## src/rtl/nibble_serial_adder_pkg.sv

```systemverilog
// Shared ALU constants for the nibble-serial adder: slice width, FSM encoding
// and a helper for sizing the nibble counter.
package nibble_serial_adder_pkg;

    localparam int NIBBLE_W = 4;

    typedef enum logic [1:0] {
        IDLE = 2'b00,
        RUN  = 2'b01,
        DONE = 2'b10
    } state_t;

    // A single-nibble counter would be zero bits wide, so keep at least one bit.
    function automatic int cntWidth(input int nibbles);
        return (nibbles > 1) ? $clog2(nibbles) : 1;
    endfunction

endpackage

```

## src/rtl/nibble_serial_adder_fac4bit.sv

```systemverilog
// 4-bit combinational ripple-carry adder slice built from 1-bit full-adder cells;
// the addition twin of the ALU's 4-bit subtractor slice.
module FAC1bit (
    input  logic a,
    input  logic b,
    input  logic cin,
    output logic sum,
    output logic cout
);

    assign sum  = a ^ b ^ cin;
    assign cout = (a & b) | (cin & (a ^ b));

endmodule

module FAC4bit (
    input  logic [3:0] a,
    input  logic [3:0] b,
    input  logic       cin,
    output logic [3:0] sum,
    output logic       cout
);

    logic [4:0] w_carry;

    assign w_carry[0] = cin;

    for (genvar i = 0; i < 4; i++) begin : g_cell
        FAC1bit u_cell (
            .a    (a[i]),
            .b    (b[i]),
            .cin  (w_carry[i]),
            .sum  (sum[i]),
            .cout (w_carry[i+1])
        );
    end

    assign cout = w_carry[4];

endmodule

```

## src/rtl/nibble_serial_adder.sv

```systemverilog
// Multi-cycle WIDTH-bit adder: one shared 4-bit slice processes a nibble per
// clock, LSB first, behind a start/done handshake.
module nibble_serial_adder
    import nibble_serial_adder_pkg::*;
#(
    parameter int WIDTH   = 16,
    parameter int NIBBLES = WIDTH / 4
) (
    input  logic             clk,
    input  logic             rst,
    input  logic             start,
    input  logic [WIDTH-1:0] a,
    input  logic [WIDTH-1:0] b,
    input  logic             cin,
    output logic             busy,
    output logic             done,
    output logic [WIDTH-1:0] sum,
    output logic             cout,
    output logic             ovf,
    output logic             zero
);

    localparam int CNT_W = cntWidth(NIBBLES);

    state_t r_state;
    state_t w_next;

    logic [CNT_W-1:0] r_cnt;
    logic             r_carry;
    logic [WIDTH-1:0] r_a;
    logic [WIDTH-1:0] r_b;
    logic [WIDTH-1:0] r_sum;
    logic             r_cout;
    logic             r_ovf;
    logic             r_zero;

    logic [NIBBLE_W-1:0] w_nibA;
    logic [NIBBLE_W-1:0] w_nibB;
    logic [NIBBLE_W-1:0] w_nibSum;
    logic                w_nibCout;
    logic                w_last;
    logic [WIDTH-1:0]    w_sumFinal;

    assign w_nibA = r_a[r_cnt*NIBBLE_W +: NIBBLE_W];
    assign w_nibB = r_b[r_cnt*NIBBLE_W +: NIBBLE_W];
    assign w_last = (r_cnt == CNT_W'(NIBBLES - 1));

    FAC4bit u_slice (
        .a    (w_nibA),
        .b    (w_nibB),
        .cin  (r_carry),
        .sum  (w_nibSum),
        .cout (w_nibCout)
    );

    // The last slice result lands in the top nibble, so the finished sum is
    // known at the same edge and zero is valid for the whole DONE cycle.
    assign w_sumFinal = {w_nibSum, r_sum[WIDTH-NIBBLE_W-1:0]};

    always_comb begin
        w_next = r_state;
        case (r_state)
            IDLE:    if (start) w_next = RUN;
            RUN:     if (w_last) w_next = DONE;
            DONE:    w_next = IDLE;
            default: w_next = IDLE;
        endcase
    end

    always_ff @(posedge clk or posedge rst) begin
        if (rst) begin
            r_state <= IDLE;
        end else begin
            r_state <= w_next;
        end
    end

    always_ff @(posedge clk or posedge rst) begin
        if (rst) begin
            r_cnt   <= '0;
            r_carry <= 1'b0;
            r_a     <= '0;
            r_b     <= '0;
            r_sum   <= '0;
            r_cout  <= 1'b0;
            r_ovf   <= 1'b0;
            r_zero  <= 1'b0;
        end else begin
            case (r_state)
                IDLE: begin
                    if (start) begin
                        r_a     <= a;
                        r_b     <= b;
                        r_carry <= cin;
                        r_cnt   <= '0;
                    end
                end
                RUN: begin
                    r_sum[r_cnt*NIBBLE_W +: NIBBLE_W] <= w_nibSum;
                    r_carry <= w_nibCout;
                    r_cnt   <= r_cnt + CNT_W'(1);
                    if (w_last) begin
                        r_cout <= w_nibCout;
                        r_ovf  <= (r_a[WIDTH-1] == r_b[WIDTH-1]) &&
                                  (w_nibSum[NIBBLE_W-1] != r_a[WIDTH-1]);
                        r_zero <= (w_sumFinal == '0);
                    end
                end
                default: ;
            endcase
        end
    end

    assign busy = (r_state == RUN) || (r_state == DONE);
    assign done = (r_state == DONE);
    assign sum  = r_sum;
    assign cout = r_cout;
    assign ovf  = r_ovf;
    assign zero = r_zero;

endmodule

```

## config.mk

```make
export PLATFORM = sky130hd
export DESIGN_NAME = nibble_serial_adder
export DESIGN_NICKNAME = d
export VERILOG_FILES = /design/src/rtl/nibble_serial_adder_pkg.sv /design/src/rtl/nibble_serial_adder_fac4bit.sv /design/src/rtl/nibble_serial_adder.sv
export SDC_FILE = /design/constraint.sdc
export NUM_CORES = 1
export LEC_CHECK = 0
export CAP_MARGIN = 10
export CORE_ASPECT_RATIO = 1.25
export CORE_MARGIN = 8
export CORE_UTILIZATION = 50
export CTS_CLUSTER_DIAMETER = 60
export DETAILED_ROUTE_END_ITERATION = 6
export HOLD_SLACK_MARGIN = 0.03
export PLACE_DENSITY_LB_ADDON = 0.05
export SLEW_MARGIN = 20
export SYNTH_ARGS = -nofsm -noshare
export SYNTH_HDL_FRONTEND = slang
export SYNTH_SLANG_ARGS = --single-unit
```

## constraint.sdc

```tcl
create_clock -name clk -period 6.6 [get_ports clk]
set_clock_uncertainty 0.1 [all_clocks]
set_input_delay 1.32 -clock clk [delete_from_list [all_inputs] [get_ports clk]]
set_output_delay 1.32 -clock clk [all_outputs]
set_load 0.05 [all_outputs]
```

Word-level counts from Yosys, hierarchy flattened
Index checks and enable logic that the tools add are counted.
- add/sub/neg operators: 2
- equal/unequal tests: 7
- shifts and indexed selects: 4
- mux-type cells: 8
- bitwise operators: 20
- reductions and logical operators: 9
- operator list (operator ; count):
    4-bit negation with 34-bit output ; 1
    4-bit by 34-bit variable shift with 16-bit output (first input constant) ; 1
    4-bit by 34-bit variable part select with 16-bit output ; 1
    16-bit by 5-bit variable part select with 4-bit output ; 2
    16-bit bitwise mux ; 1
    16-bit logical NOT ; 1
    1-bit bitwise AND ; 8
    2-bit one-hot mux with 2 select lines ; 2
    2-bit AND reduction ; 4
    1-bit bitwise XOR ; 8
    2-bit two-way mux ; 3
    2-bit equality test (second input constant) ; 2
    2-bit inequality test (second input constant) ; 2
    1-bit bitwise OR ; 4
    2-bit by 1-bit adder with 2-bit output (second input constant) ; 1
    2-bit by 1-bit equality test with 1-bit output (second input constant) ; 1
    2-bit logical NOT ; 1
    1-bit one-hot mux with 2 select lines ; 1
    2-bit nonzero test ; 1
    1-bit equality test ; 1
    1-bit logical AND ; 1
    1-bit logical OR ; 1
    1-bit two-way mux ; 1
    1-bit inequality test ; 1
- register bits after elaboration: 56
- output and inout bits: 21
- logic and storage cells: 59

Logic depth before layout (Yosys ltp)
- word-level depth: 11
- gate-level depth with buffers: 14
- gate-level depth less buffers: 12

By module
From an unflattened synthesis, not the netlist that was laid out.
- cell total of the unflattened synthesis: 197
- area, all modules: 2822.7 um^2
- modules (own cells, without submodules) (module ; instances ; cells an instance ; area an instance (um^2) ; seq. area each (um^2)):
    nibble_serial_adder ; 1 ; 193 ; 2742.6 ; 1401.3
    FAC1bit ; 4 ; 1 ; 20.0 ; 0.0

Least setup slack after synthesis
No wires, ideal clock.
- kind: register -> register
- start: register r_cnt[1]
- end: register r_ovf, in the netlist ovf
- library setup time: 128 ps
- arrival time: 2857 ps
- data required time: 6372 ps
- slack: 3515 ps
- cell stages (with the launch flop): 14
- path through: dfrtp_1 > buf_2 > mux4_2 > inv_1 > fa_1 > inv_1 > fa_1 > inv_1 > fa_1 > inv_1 > fa_1 > and3b_1 > a21oi_1 > o21ai_0
- cells in the longest elaborated chain, start to end: 11
- elaborated cells between the ends (all ways): 20
- classes of those cells: eq/ne (2); shift (2); bitwise (14); reduce/logical (2)
- RTL lines (element ; line ; text):
    start: declaration ; nibble_serial_adder.sv:28 ; logic [CNT_W-1:0] r_cnt;
    start signal: assignment ; nibble_serial_adder.sv:101 ; r_cnt <= r_cnt + CNT_W'(1);
    16-bit by 5-bit variable part select with 4-bit output, on equally long branches ; nibble_serial_adder.sv:44, nibble_serial_adder.sv:45 ;
    1-bit bitwise XOR ; nibble_serial_adder_fac4bit.sv:12 ; assign cout = (a & b) | (cin & (a ^ b));
    1-bit bitwise AND ; nibble_serial_adder_fac4bit.sv:12 ;
    1-bit bitwise OR ; nibble_serial_adder_fac4bit.sv:12 ;
    1-bit bitwise AND ; nibble_serial_adder_fac4bit.sv:12 ;
    1-bit bitwise OR ; nibble_serial_adder_fac4bit.sv:12 ;
    1-bit bitwise AND ; nibble_serial_adder_fac4bit.sv:12 ;
    1-bit bitwise OR ; nibble_serial_adder_fac4bit.sv:12 ;
    1-bit bitwise XOR ; nibble_serial_adder_fac4bit.sv:11 ; assign sum = a ^ b ^ cin;
    1-bit inequality test ; nibble_serial_adder.sv:105 ; (w_nibSum[NIBBLE_W-1] != r_a[WIDTH-1]);
    1-bit logical AND ; nibble_serial_adder.sv:104 ; r_ovf <= (r_a[WIDTH-1] == r_b[WIDTH-1]) &&
    end signal: assignment ; nibble_serial_adder.sv:104 ;
    end: declaration ; nibble_serial_adder.sv:34 ; logic r_ovf;
Parallel ways exist; a longest one is shown, timed or not.
A chain may end at the register's enable or synchronous reset.

Final worst setup path
- start: register r_cnt[0]
- end: register r_ovf, in the netlist ovf
The elaborated chain is that of the path after synthesis.

==> out/results.txt <==
Die Area -> 0.00822 mm^2
final setup vio count -> 0
Synth Warn # -> 0
critical path arrival -> 3720 ps
Antenna Cells -> 0
grt total ovfl -> 0
FP Rows -> 30
area delta synth->final -> 24.3%
max_cap viols -> 0
Clock transition at path regs -> 100 ps
Placer Congestion -> 0.751
layout net count -> 308
drt drc -> 0
critical path launch point type -> flip-flop
status -> finished clean
ANT nets after route -> 0
Post-CTS Resized -> 0
Initial DRC Count -> 71
Die Height -> 99.4 um
Post-CTS Setup Inserts -> 0
GRT met2 Usage -> 23.0%
CTS Sinks -> 56
first-pass GRT wire length -> 8960 um
post-DP HPWL -> 4060 um
total track usage -> 14.1%
largest net degree at the start of global routing -> 57
CTS H-tree lvls -> 2
worst slew pin tran -> 1030 ps
final hold viol count -> 0
vias in the first global route -> 1865
minimum clock period after layout -> 3620 ps
#FFs+latches synth -> 56
initial antenna violation count -> 0
Root Driver -> clkbuf_8
Slowest Stage Delay on Critical Path -> 830 ps
critical-path cell list -> mux4_2, inv_1, fa_1, inv_1, fa_1, inv_1, fa_1, inv_1, fa_1, and3b_1, a21oi_1, o21ai_0
starting density of the core -> 51.4%
P per Cell Area -> 572 mW/mm^2
CP top delay family -> adder cells
GRT busiest layer -> met2
RSZ-0062 raised after global routing -> false
Vias/cell -> 5.42
Slew Viols, Final -> 0
sequential cell area -> 0.00140 mm^2
Post-Syn Area per Cell -> 13.8 um^2
met1 Resource Use GR -> 17.5%
type of the tightest min-delay check -> reg -> reg
share of cells above drive strength 1 -> 19.2%
hold buffers post-CTS -> 0
crit path buf inv count -> 4
WS Path Type -> reg -> reg
critical path data required time -> 6700 ps
IO buf count -> 56
multi-input logic area -> 0.00126 mm^2
Post-Syn Area -> 0.00278 mm^2
maximum clock path buffer count -> 2
DRT Pass-1 Iters -> 4
Vias -> 1756
crit-path max FO -> 18
LEAKAGE -> 1.58 nW
CP Capture Type -> flip-flop
Slowest-stage cell, CP -> dfrtp_1
r2r setup slk -> 2980 ps
Core Area -> 0.00541 mm^2
fmax -> 276 MHz
I/O pin total -> 57
Worst VDD drop -> 222 uV
Post-Synthesis Cells -> 202
CTS Buf Count -> 5
filler cell count -> 437
routed wire length -> 5350 um
final core utilization -> 63.9%
wire per inst -> 16.5 um
grt met3 use -> 3.52%
worst slew margin relative to its limit -> 31.4%
fin crit share -> 54.9%
Chip Width -> 82.7 um
number of library cell types mapped by synthesis -> 30
CTS tree -> yes
clock latency on the worst-skew pair -> 310 ps
sequential area share after synthesis -> 50.4%
setup TNS -> 0 ps
Mapped Nets -> 251
## routing by layer
metal  vias up  part of all wire, %
met5         -                    0
li1        844                    -
met4         0                  1.3
met2        38                   51
met1       868                   43
met3         6                  5.1
## cell usage after synthesis
master | instances | share of area (%)
dfrtp_1 | 56 | 50
mux2_4 | 30 | 16
nand2_1 | 21 | 2.8
inv_1 | 15 | 2.0
ha_1 | 9 | 4.1
mux4_2 | 8 | 6.5
a22o_1 | 6 | 1.9
a21oi_1 | 5 | 0.90
buf_6 | 5 | 2.0
nand3_1 | 5 | 0.90
o21ai_0 | 5 | 0.90
o21ai_1 | 5 | 0.90
fa_1 | 4 | 2.9
nand4_1 | 4 | 0.90
nor4_1 | 3 | 0.68
and4_1 | 2 | 0.63
buf_2 | 2 | 0.36
mux2_1 | 2 | 0.81
nand2b_1 | 2 | 0.45
nor2_1 | 2 | 0.27
o31ai_1 | 2 | 0.54
a32o_1 | 1 | 0.36
and2b_1 | 1 | 0.27
and3b_1 | 1 | 0.32
and4b_1 | 1 | 0.36
mux2_2 | 1 | 0.41
mux2i_1 | 1 | 0.36
nand2_2 | 1 | 0.23
nand4b_1 | 1 | 0.32
nor4bb_1 | 1 | 0.36
## worst reg2reg max path, cell delays in order, from the launching register on
cell     delay, ps
dfrtp_1        830
mux4_2         590
inv_1           90
fa_1           170
inv_1           50
fa_1           350
inv_1           80
fa_1           160
inv_1           50
fa_1           640
and3b_1        220
a21oi_1        100
o21ai_0         80
## power breakdown
part / total [W] / internal, W / leakage [nW] / switching, W
clock: 0.000189 / 0.0000754 / 0.0404 / 0.000114
sequential: 0.000630 / 0.000500 / 0.698 / 0.000130
combinational: 0.00116 / 0.000545 / 0.843 / 0.000611
## final cells by class
cell class	instances	share of cell area [%]
Timing Repair Buffer	57	16.4
Clock inverter	3	0.688
Inverter	15	1.63
Sequential cell	56	40.6
Tap cell	64	2.32
Clock buffer	5	1.99
Multi-Input combinational cell	124	36.4
## registers in the layout, indices dropped and copies added (netlist names)
name,cells
r_a,16
r_b,16
sum,16
r_cnt,2
r_state,2
cout,1
ovf,1
r_carry,1
zero,1
## layout by cell type, fill, tap and decap left out, types with 2 or more instances in the layout
cell,count
dfrtp_1,56
clkdlybuf4s50_1,56
mux2_4,30
nand2_1,21
inv_1,14
ha_1,9
mux4_2,8
a22o_1,6
o21ai_1,5
a21oi_1,5
o21ai_0,5
nand3_1,5
clkbuf_8,5
nand4_1,4
fa_1,4
nor4_1,3
nor2_1,2
nand2b_1,2
mux2_1,2
o31ai_1,2
and4_1,2
clkinvlp_4,2
## final timing paths
check	start	endpoint	cells past startpoint
hold reg to reg	sum[12]	sum[12]	2
setup / recovery	r_cnt[0]	ovf	12
max in group asynchronous	rst	r_carry	3
hold / removal	sum[12]	sum[12]	2
min in group asynchronous	rst	r_b[3]	3
setup reg to reg	r_cnt[0]	ovf	12
## cells by family after synthesis
family | Yosys count | share of synthesized area (%)
AOI/OAI and AO/OA | 24 | 5.49
adders and majority gates | 13 | 6.93
DFF | 56 | 50.4
muxes | 42 | 24.3
buffers and inverters | 22 | 4.41
and+or+nand+nor | 45 | 8.51
## stage by stage
stage / setup WS, ps / instances / total power [W] / hold slack [ps] / area, um^2
2_1_floorplan: 3510 / 202 / 0.00149 / 349 / 2780
3_3_place_gp: 3030 / 316 / 0.00179 / 369 / 3360
3_5_place_dp: 2960 / 316 / 0.00181 / 374 / 3360
4_1_cts: 2950 / 324 / 0.00200 / 399 / 3450
5_1_grt: 2760 / 324 / 0.00211 / 423 / 3450
6_report: 2980 / 324 / 0.00197 / 395 / 3450
Note: power is estimated with default switching activity, not from simulation.
